$ cat src/rtl/bitserial_mux_sel_scheduler.sv
// Zero-skipping select sequencer for the bit-serial PE operand mux.
// Emits one beat per set weight bit, MSB first, lane 0 before lane 1 at equal position.
module bitserial_mux_sel_scheduler #(
   parameter int DATA_WIDTH  = 8,
   parameter int SHIFT_WIDTH = $clog2(DATA_WIDTH)
) (
   input  logic                   clk,
   input  logic                   rst_n,
   input  logic                   in_valid,
   output logic                   in_ready,
   input  logic [DATA_WIDTH-1:0]  in_w0,
   input  logic [DATA_WIDTH-1:0]  in_w1,
   output logic                   out_valid,
   input  logic                   out_ready,
   output logic [1:0]             out_sel,
   output logic [SHIFT_WIDTH-1:0] out_shift,
   output logic                   out_last,
   output logic                   busy
);

   typedef enum logic {IDLE, ISSUE} state_t;

   state_t                  state_reg, state_next;
   logic [DATA_WIDTH-1:0]   m0_reg, m0_next;
   logic [DATA_WIDTH-1:0]   m1_reg, m1_next;
   logic                    zjob_reg, zjob_next;

   logic [DATA_WIDTH-1:0]   any_bits;
   logic [SHIFT_WIDTH-1:0]  pos;
   logic [DATA_WIDTH-1:0]   pos_onehot;
   logic                    lane0_hit;
   logic [DATA_WIDTH-1:0]   clr0, clr1;
   logic [DATA_WIDTH-1:0]   rem_bits;
   logic                    issuing;

   assign any_bits = m0_reg | m1_reg;

   // Highest set index wins because later iterations overwrite earlier ones.
   always_comb begin
      pos = '0;
      for (int i = 0; i < DATA_WIDTH; i++) begin
         if (any_bits[i]) pos = SHIFT_WIDTH'(i);
      end
   end

   generate
      for (genvar gi = 0; gi < DATA_WIDTH; gi++) begin : g_onehot
         assign pos_onehot[gi] = any_bits[gi] && (pos == SHIFT_WIDTH'(gi));
      end
   endgenerate

   assign lane0_hit = |(m0_reg & pos_onehot);
   assign clr0      = lane0_hit ? pos_onehot : '0;
   assign clr1      = lane0_hit ? '0 : pos_onehot;
   // Last beat when nothing remains in either lane after this beat's bit is cleared.
   assign rem_bits  = (m0_reg & ~clr0) | (m1_reg & ~clr1);

   assign issuing   = rst_n && (state_reg == ISSUE);
   assign in_ready  = rst_n && (state_reg == IDLE);
   assign out_valid = issuing;
   assign busy      = issuing;
   assign out_last  = issuing && (zjob_reg || (rem_bits == '0));

   always_comb begin
      out_sel   = 2'b10;
      out_shift = '0;
      if (issuing && !zjob_reg) begin
         out_sel   = lane0_hit ? 2'b00 : 2'b01;
         out_shift = pos;
      end
   end

   always_comb begin
      state_next = state_reg;
      m0_next    = m0_reg;
      m1_next    = m1_reg;
      zjob_next  = zjob_reg;
      case (state_reg)
         IDLE: begin
            if (in_valid) begin
               m0_next    = in_w0;
               m1_next    = in_w1;
               zjob_next  = (in_w0 == '0) && (in_w1 == '0);
               state_next = ISSUE;
            end
         end
         ISSUE: begin
            if (out_ready) begin
               m0_next = m0_reg & ~clr0;
               m1_next = m1_reg & ~clr1;
               if (zjob_reg || (rem_bits == '0)) begin
                  state_next = IDLE;
                  zjob_next  = 1'b0;
               end
            end
         end
         default: state_next = IDLE;
      endcase
   end

   always_ff @(posedge clk) begin
      if (!rst_n) begin
         state_reg <= IDLE;
         m0_reg    <= '0;
         m1_reg    <= '0;
         zjob_reg  <= 1'b0;
      end else begin
         state_reg <= state_next;
         m0_reg    <= m0_next;
         m1_reg    <= m1_next;
         zjob_reg  <= zjob_next;
      end
   end

endmodule

$ cat config.mk
export PLATFORM = sky130hd
export DESIGN_NAME = bitserial_mux_sel_scheduler
export DESIGN_NICKNAME = d
export VERILOG_FILES = /design/src/rtl/bitserial_mux_sel_scheduler.sv
export SDC_FILE = /design/constraint.sdc
export NUM_CORES = 1
export LEC_CHECK = 0
export CORE_ASPECT_RATIO = 0.7
export CORE_MARGIN = 5
export CORE_UTILIZATION = 40
export CTS_CLUSTER_DIAMETER = 150
export CTS_CLUSTER_SIZE = 10
export DETAILED_ROUTE_END_ITERATION = 16
export PLACE_DENSITY = 0.65
export SLEW_MARGIN = 20
export SYNTH_ARGS = -nofsm -noshare
export SYNTH_HDL_FRONTEND = slang
export SYNTH_SLANG_ARGS = --single-unit
$ cat constraint.sdc
create_clock -name clk -period 2.25 [get_ports clk]
set_input_delay 0.3375 -clock clk [delete_from_list [all_inputs] [get_ports clk]]
set_output_delay 0.3375 -clock clk [all_outputs]
set_load 0.005 [all_outputs]
==> impl_metrics.yaml, run 1 <==
synthesis:
  yosys.cell_types.count: 46
  synth_edf_count: 0
  yosys-top-cells-count: "nor2_1 (23), dfxtp_1 (18), nand2_1 (17), a21oi_1 (11), a21boi_1 (10)"
  ys_async_sr_fraction_pct: 0
  synth_area_leaders: "dfxtp_1 (27%), nor2_1 (6.5%), a21boi_1 (5.7%), nand2_1 (4.8%), nor4_4 (4.8%)"
  ys_ff_latch: 18
  syn-cell-area_um2: 1330
  yosysTopAreaCellShare_pct: 27.1
  syn_inst: 176
  synth_top_area_cell: "dfxtp_1"
  syn_nets: 196
  yosysSeqAreaShare_pct: 27.1
  ys.flop_type: "dfxtp_1"
  yosysMostFrequentCell: "nor2_1"
  syn_area_per_cell_um2: 7.54
  synth-warning-count: 0
sta:
  report.final.slew_viol_count: 0
  relSlewSlack_pct: 72.4
  period_minus_slack_ns: 2.43
  fin_worst_skew_ns: 0.00426
  rsz0062_at_grt: "yes"
  finalCritPeriodShare_pct: 108
  tightest_slew_ns: 0.411
  max_freq_mhz: 411
  setup_slack_ns: -0.183
  setup_viol: 1
  hold_violations: 0
place:
  port-buffer-count: 28
  place_congestion: 0.936
  place_area_um2: 1900
  dpl.hpwl_um: 4030
  preCtsSetupSlack_ns: -0.298
route:
  viasPerCell: 6.02
  drt_first_iter_violations: 226
  wl_per_cell_um: 18.2
  vias: 1721
  antenna_left: 0
  drtPass1Iterations: 5
  drc_errors: 0
  drt_wl_total_um: 5210
clocking:
  cts_htree_levels: 1
  worstSkewPairLatency_ns: 0.26
  cts_made_buffers: 3
  cts.sinks: 18
  clockBufferDepth: 2
  hold_buffers: 0
  cts_tree: "yes"
  clk_pin_slew_ns: 0.07
  cts-root-buf: "clkbuf_8"
global_route:
  overflow: 0
  grt_max_degree: 20
  antenna_found_initial: 0
  first_global_vias: 1667
  gr-usage-all-layers_pct: 23.0
  grt_pass1_wl_um: 8230
floorplanning:
  ioPinCount: 29
  die_w_um: 78.9
  die_area_um2: 4590
  initial_core_util_pct: 41.9
  die_y_um: 58.2
  design.core.area_um2: 3170
  rows: 17
final_layout:
  fin_util_pct: 67.1
  fin_area_um2: 2130
  layout.nets: 270
  area_growth_pct: 60.2
  antennaDiodeCount: 0
  drive_gt1_share_pct: 37.1
setup_path:
  cp.required_ns: 1.91
  cp_max_fo: 5
  end_kind: "output port"
  startpoint_type: "register"
  crit_type: "reg2out"
  crit_arrival_ns: 2.10
status:
  status: "finished with violations"
  failed_checks: "negative setup slack"
pwr:
  max-vdd-ir-drop_v: 0.000279
  total_power_w: 0.00121
  powerDensity_nw_per_um2: 570
  p_leak_nw: 0.863
job:
  max_cap_violations: 0
min_path:
  worstHoldPathType: "reg2reg"
cell families after synthesis:
kind of cell / after synthesis / synth area share, %
adder cells (fa/ha/maj): 1 / 0.754
flip-flops: 18 / 27.1
AO/OA/AOI/OAI: 60 / 30.3
buffers and inverters: 18 / 6.79
AND/OR/NAND/NOR: 79 / 35.0
stage by stage:
step | instances | hold WS, ns | setup TNS (ns)
final | 286 | 0.560 | -0.183
after detailed placement | 272 | 0.545 | -0.370
after global placement | 272 | 0.544 | -0.417
after global routing | 286 | 0.625 | -0.271
after floorplan | 176 | 0.472 | 0
after CTS | 281 | 0.558 | -0.211
worst max-delay path, stage by stage (launching register included):
cell     delay, ns
dfxtp_4       0.35
or4_4         0.57
nor2_4        0.16
a31oi_4       0.11
nor4b_4       0.22
o21a_1        0.19
a22o_1        0.13
buf_2         0.10
cell type report:
cell class / count / area, um^2
Clock buffer: 3 / 41.3
Fill cell: 275 / 1040
Inverter: 7 / 26.3
Multi-Input combinational cell: 140 / 966
Sequential cell: 18 / 380
Tap cell: 38 / 47.5
Timing Repair Buffer: 80 / 666
layout by cell type, fill, tap and decap left out, types with 2 or more instances in the layout:
cell type,n
a21oi_1,11
or4_4,2
nor3_1,5
dfxtp_4,3
o21a_1,2
o211ai_1,3
dlygate4sd2_1,2
clkbuf_8,3
o31ai_2,2
dfxtp_1,8
a21boi_1,10
nand4_1,2
buf_4,50
nand2_1,17
nor2_1,20
nor4_4,3
o21ai_2,4
dfxtp_2,7
a31oi_1,6
inv_1,5
a22oi_1,4
buf_6,2
clkdlybuf4s50_1,24
nor2_2,3
buf_2,2
o21ai_1,6
nand3_1,5
o21ai_0,2
nor4_1,5
nor2b_1,4
report_power, final:
part	total (W)	internal, W	switching (W)
sequential	0.000377	0.000343	0.0000339
combinational	0.000600	0.000315	0.000285
clock	0.000235	0.000119	0.000116
total	0.00121	0.000778	0.000435
routing by layer:
metal / vias to the layer above / share of wire [%] / GRT usage (%)
met5: - / 0 / 0
met4: 0 / 2.5 / 5.64
met3: 13 / 7.6 / 5.43
met2: 86 / 43 / 35.1
met1: 824 / 46 / 32.8
li1: 798 / - / -
worst paths after layout:
kind         startpoint         to  slack [ns]  cells after the start
max reg2reg   m0_reg[1]  m1_reg[0]        0.28                      9
min            zjob_reg   zjob_reg        0.56                      2
max           m0_reg[6]   out_last       -0.18                      7
min reg2reg    zjob_reg   zjob_reg        0.56                      2
what timing repair did:
action                     CTS  global route
gates resized for setup     27            15
setup endpoints to repair    5             3
pin swaps                   13            11
setup buffers                7             5
Power figures use the tool's default switching activity.
==> run 2, diff against run 1 <==
--- a/config.mk
+++ b/config.mk
@@ -6,12 +6,12 @@
 export NUM_CORES = 1
 export LEC_CHECK = 0
 export CORE_ASPECT_RATIO = 0.7
-export CORE_MARGIN = 5
-export CORE_UTILIZATION = 40
+export CORE_MARGIN = 3
+export CORE_UTILIZATION = 29
 export CTS_CLUSTER_DIAMETER = 150
 export CTS_CLUSTER_SIZE = 10
 export DETAILED_ROUTE_END_ITERATION = 16
-export PLACE_DENSITY = 0.65
+export PLACE_DENSITY = 0.5
 export SLEW_MARGIN = 20
 export SYNTH_ARGS = -nofsm -noshare
 export SYNTH_HDL_FRONTEND = slang
==> impl_metrics.yaml, run 2 (synthesized netlist as in run 1, its figures left out) <==
global_route:
  overflow: 0
  first_global_vias: 1614
  met2_usage_pct: 29.2
  grt_pass1_wl_um: 8200
  use_met1_pct: 27.2
  antenna_found_initial: 0
  grtUsageMet3_pct: 4.87
  grt_max_degree: 20
  gr-usage-all-layers_pct: 19.1
  grt_busiest_layer: "met2"
route:
  wl_per_cell_um: 16.6
  drc_errors: 0
  drt_first_iter_violations: 81
  drtPass1Iterations: 4
  viasPerCell: 5.32
  drt_wl_total_um: 5080
  antenna_left: 0
  vias: 1624
clocking:
  cts-root-buf: "clkbuf_8"
  clk_pin_slew_ns: 0.07
  cts_made_buffers: 3
  cts_tree: "yes"
  clockBufferDepth: 2
  worstSkewPairLatency_ns: 0.26
  cts_htree_levels: 1
  cts.sinks: 18
  hold_buffers: 0
final_layout:
  regArea_um2: 375
  antennaDiodeCount: 0
  most-common-layout-cells: "buf_4 (53), clkdlybuf4s50_1 (23), nor2_1 (22), nand2_1 (16), a21oi_1 (11)"
  area_growth_pct: 63.0
  layout.nets: 274
  multi_input_area_um2: 943
  drive_gt1_share_pct: 37.2
  final_common_cell: "buf_4"
  fillCellCount: 408
floorplanning:
  rows: 19
  die_y_um: 62.6
  initial_core_util_pct: 31.9
  ioPinCount: 29
  die_w_um: 86.9
  design.core.area_um2: 4160
  die_area_um2: 5440
pwr:
  total_power_w: 0.00124
  max-vdd-ir-drop_v: 0.000275
  p_leak_nw: 0.893
  powerDensity_nw_per_um2: 575
sta:
  tightest_slew_ns: 0.463
  setup_slack_ns: -0.230
  report.final.slew_viol_count: 0
  finalCritPeriodShare_pct: 110
  setup_viol: 1
  finalSetupTns_ns: -0.230
  timing.hold.ws_ns: 0.533
  fin_worst_skew_ns: 0.00357
  period_minus_slack_ns: 2.48
  max_freq_mhz: 403
  rsz0062_at_grt: "yes"
  hold_violations: 0
  relSlewSlack_pct: 68.9
setup_path:
  cp_top_family: "simple AND/OR/NAND/NOR gates"
  crit_arrival_ns: 2.14
  cp.required_ns: 1.91
  startpoint: "m0_reg[6]"
  crit_type: "reg2out"
  slowest_stage: "or4_4"
  path_buf_inv: 1
  end_kind: "output port"
  cp_max_fo: 4
  worstPathCellList: "or4_4, nor2_4, a31oi_1, nor4b_2, o21a_1, a22o_1, buf_2"
  max_stage_delay_ns: 0.56
  startpoint_type: "register"
  worst_r2r_startpoint: "m0_reg[6]"
job:
  max_cap_violations: 0
status:
  failed_checks: "negative setup slack"
  status: "finished with violations"
place:
  preCtsSetupSlack_ns: -0.300
  port-buffer-count: 28
  dpl.hpwl_um: 4020
  place_congestion: 0.877
min_path:
  worstHoldPathType: "reg2reg"
  hold_path_startpoint: "m1_reg[5]"
run 2: changes by cell type in the layout (fill, tap and decap cells not counted), moves of 2 or more:
| cell | previous run | this run |
|---|---|---|
| dfxtp_1 | 8 | 10 |
| nor2_2 | 3 | 1 |
| nor2_1 | 20 | 22 |
| buf_4 | 50 | 53 |
run 2: path summary, 6_finish.rpt:
| check | endpoint | slack, ns | cells after the start |
|---|---|---|---|
| worst max register to register | m1_reg[0] | 0.22 | 9 |
| worst min register to register | m1_reg[5] | 0.53 | 2 |
| worst max-delay path | out_last | -0.23 | 7 |
| worst min-delay path | m1_reg[5] | 0.53 | 2 |
run 2: layer usage:
layer	vias to the layer above	routed length (um)
met5	-	0
met4	0	29
met3	4	279
met2	39	2290
met1	766	2480
li1	815	-
run 2: metrics by stage:
stage	area [um^2]	util (%)	instances
finish	2160	52.0	305
floorplan	1330	-	176
detailed placement	1960	47.2	292
CTS	2100	50.6	301
global route	2160	52.0	305
global placement	1960	47.2	292
run 2: worst min-delay path, cell delays in order, from the launching register on:
cell and delay, ns:
dfxtp_2 0.36, o21ai_1 0.08, a21boi_1 0.06
run 2: layout make-up:
class                      count  area share (%)
multi-input combinational    140            43.6
timing repair buffer          84            32.3
sequential                    18            17.4
tap                           52            3.01
clock buffer                   4            2.54
inverter                       7            1.21
run 2: power breakdown:
group | internal, W | total, W | switching, W
registers | 0.000343 | 0.000376 | 0.0000327
logic | 0.000323 | 0.000597 | 0.000275
clock network | 0.000156 | 0.000271 | 0.000116
total | 0.000822 | 0.00124 | 0.000423
run 2: timing repair:
action                     CTS  global route
gates resized for setup     29            10
setup endpoints to repair    5             4
pin swaps                   10             3
setup buffers                5             4
==> run 3, diff against run 2 <==
==> constraint.sdc (replaced) <==
create_clock -name clk -period 2.25 [get_ports clk]
set_input_delay 0.225 -clock clk [delete_from_list [all_inputs] [get_ports clk]]
set_output_delay 0.225 -clock clk [all_outputs]
set_load 0.005 [all_outputs]
==> impl_metrics.yaml, run 3 (synthesized netlist as in run 1, its figures left out) <==
route:
  antenna_left: 0
  drc_errors: 0
  drtPass1Iterations: 4
  wl_per_cell_um: 16.8
  drt_first_iter_violations: 114
  drt_wl_total_um: 5010
  viasPerCell: 5.40
  vias: 1609
floorplanning:
  design.core.area_um2: 4160
  initial_core_util_pct: 31.9
  ioPinCount: 29
  rows: 19
  die_area_um2: 5440
  die_y_um: 62.6
  die_w_um: 86.9
clocking:
  cts_made_buffers: 3
  cts.sinks: 18
  clockBufferDepth: 2
  cts_tree: "yes"
  worstSkewPairLatency_ns: 0.27
  cts_htree_levels: 1
  clk_pin_slew_ns: 0.07
  cts-root-buf: "clkbuf_8"
sta:
  relSlewSlack_pct: 66.6
  rsz0062_at_grt: "yes"
  setup_slack_ns: -0.0659
  max_freq_mhz: 432
  fin_worst_skew_ns: 0.00143
  period_minus_slack_ns: 2.32
  finalCritPeriodShare_pct: 103
  tightest_slew_ns: 0.497
  report.final.slew_viol_count: 0
  hold_violations: 0
  setup_viol: 3
setup_path:
  end_kind: "output port"
  reg2regPathDepth: 10
  cp_max_fo: 4
  startpoint_type: "register"
  crit_arrival_ns: 2.09
  crit_type: "reg2out"
  worst_r2r_startpoint: "m1_reg[6]"
  timing.rr.end: "m1_reg[0]"
  r2r_slack_ns: 0.12
  cp.required_ns: 2.03
pwr:
  powerDensity_nw_per_um2: 570
  max-vdd-ir-drop_v: 0.000288
  p_leak_nw: 0.833
final_layout:
  layout.nets: 268
  drive_gt1_share_pct: 31.7
  antennaDiodeCount: 0
  fin_util_pct: 49.8
  most-common-layout-cells: "buf_4 (49), clkdlybuf4s50_1 (25), nor2_1 (23), nand2_1 (17), dfxtp_1 (12)"
  final_common_cell: "buf_4"
  fillCellCount: 395
  area_growth_pct: 56.2
  fin_cells: 298
min_path:
  worstHoldPathType: "reg2reg"
  whs_endpoint: "m1_reg[5]"
  hold_path_startpoint: "m1_reg[5]"
  worstHoldPathCells: 2
place:
  place_congestion: 0.908
  dpl.hpwl_um: 3930
  port-buffer-count: 28
  dp.cells: 288
global_route:
  first_global_vias: 1596
  grt_pass1_wl_um: 8250
  gr-usage-all-layers_pct: 19.4
  grt_max_degree: 20
  overflow: 0
  antenna_found_initial: 0
status:
  failed_checks: "negative setup slack"
  status: "finished with violations"
job:
  max_cap_violations: 0
==> run 3: cell types whose count changed in the layout (fill, tap and decap cells not counted), sizes merged <==
| cell | change |
|---|---|
| buf | -7 |
| clkbuf | -2 |
| clkdlybuf4s50 | +2 |
| dlygate4sd2 | +1 |
| dlymetal6s2s | -1 |
==> run 3: cell type report <==
class	count	area, um^2	share of cell area (%)
Tap cell	52	65.1	3.14
Timing Repair Buffer	78	652	31.4
Multi-Input combinational cell	140	918	44.3
Sequential cell	18	370	17.9
Clock buffer	3	41.3	1.99
Inverter	7	26.3	1.27
==> run 3: per-stage QoR <==
| stage | hold WS, ns | TNS (ns) | area (um^2) | setup slack, ns | power, W |
|---|---|---|---|---|---|
| after global placement | 0.548 | -0.187 | 1930 | -0.187 | 0.000880 |
| after floorplan | 0.360 | 0 | 1330 | 0.356 | 0.000632 |
| final | 0.522 | -0.134 | 2070 | -0.0659 | 0.00118 |
| after CTS | 0.524 | -0.0605 | 2020 | -0.0605 | 0.00114 |
| after global routing | 0.545 | -0.450 | 2070 | -0.174 | 0.00125 |
| after detailed placement | 0.538 | -0.163 | 1930 | -0.163 | 0.000883 |
==> run 3: worst max-delay path, cell delays in order, from the launching register on <==
cell	delay (ns)
dfxtp_1	0.33
or4_4	0.59
o21ai_2	0.13
nand2_1	0.07
nor4b_2	0.26
o21a_1	0.20
a22o_1	0.14
buf_2	0.11
==> run 3: power by group <==
group	internal, W	switching, W
clock	0.000120	0.000127
combinational	0.000297	0.000259
sequential	0.000343	0.0000352
==> run 3: worst max-delay path by stage <==
stage / from / slack [ns] / to / cells after the start
floorplan: m1_reg[6] / 0.36 / out_last / 7
global placement: m0_reg[6] / -0.19 / out_last / 7
detailed placement: m0_reg[6] / -0.16 / out_last / 7
CTS: m0_reg[7] / -0.06 / out_last / 8
global route: m0_reg[4] / -0.17 / out_last / 9
finish: m1_reg[6] / -0.07 / out_last / 7
==> run 3: layer usage <==
layer  vias up  share of wire, %  GRT usage [%]
met5         -                 0              0
met4         0               1.0           5.25
met3         4               6.9           4.08
met2        50                42           28.4
met1       755                50           28.3
li1        800                 -              -
==> run 3: repair_timing <==
| action | 4_1_cts | 5_1_grt |
|---|---|---|
| setup endpoints to repair | 3 | 4 |
| hold buffers | 0 | 0 |
| gates resized for setup | 16 | 5 |
| pin swaps | 8 | 8 |
| buffers inserted | 4 | 3 |
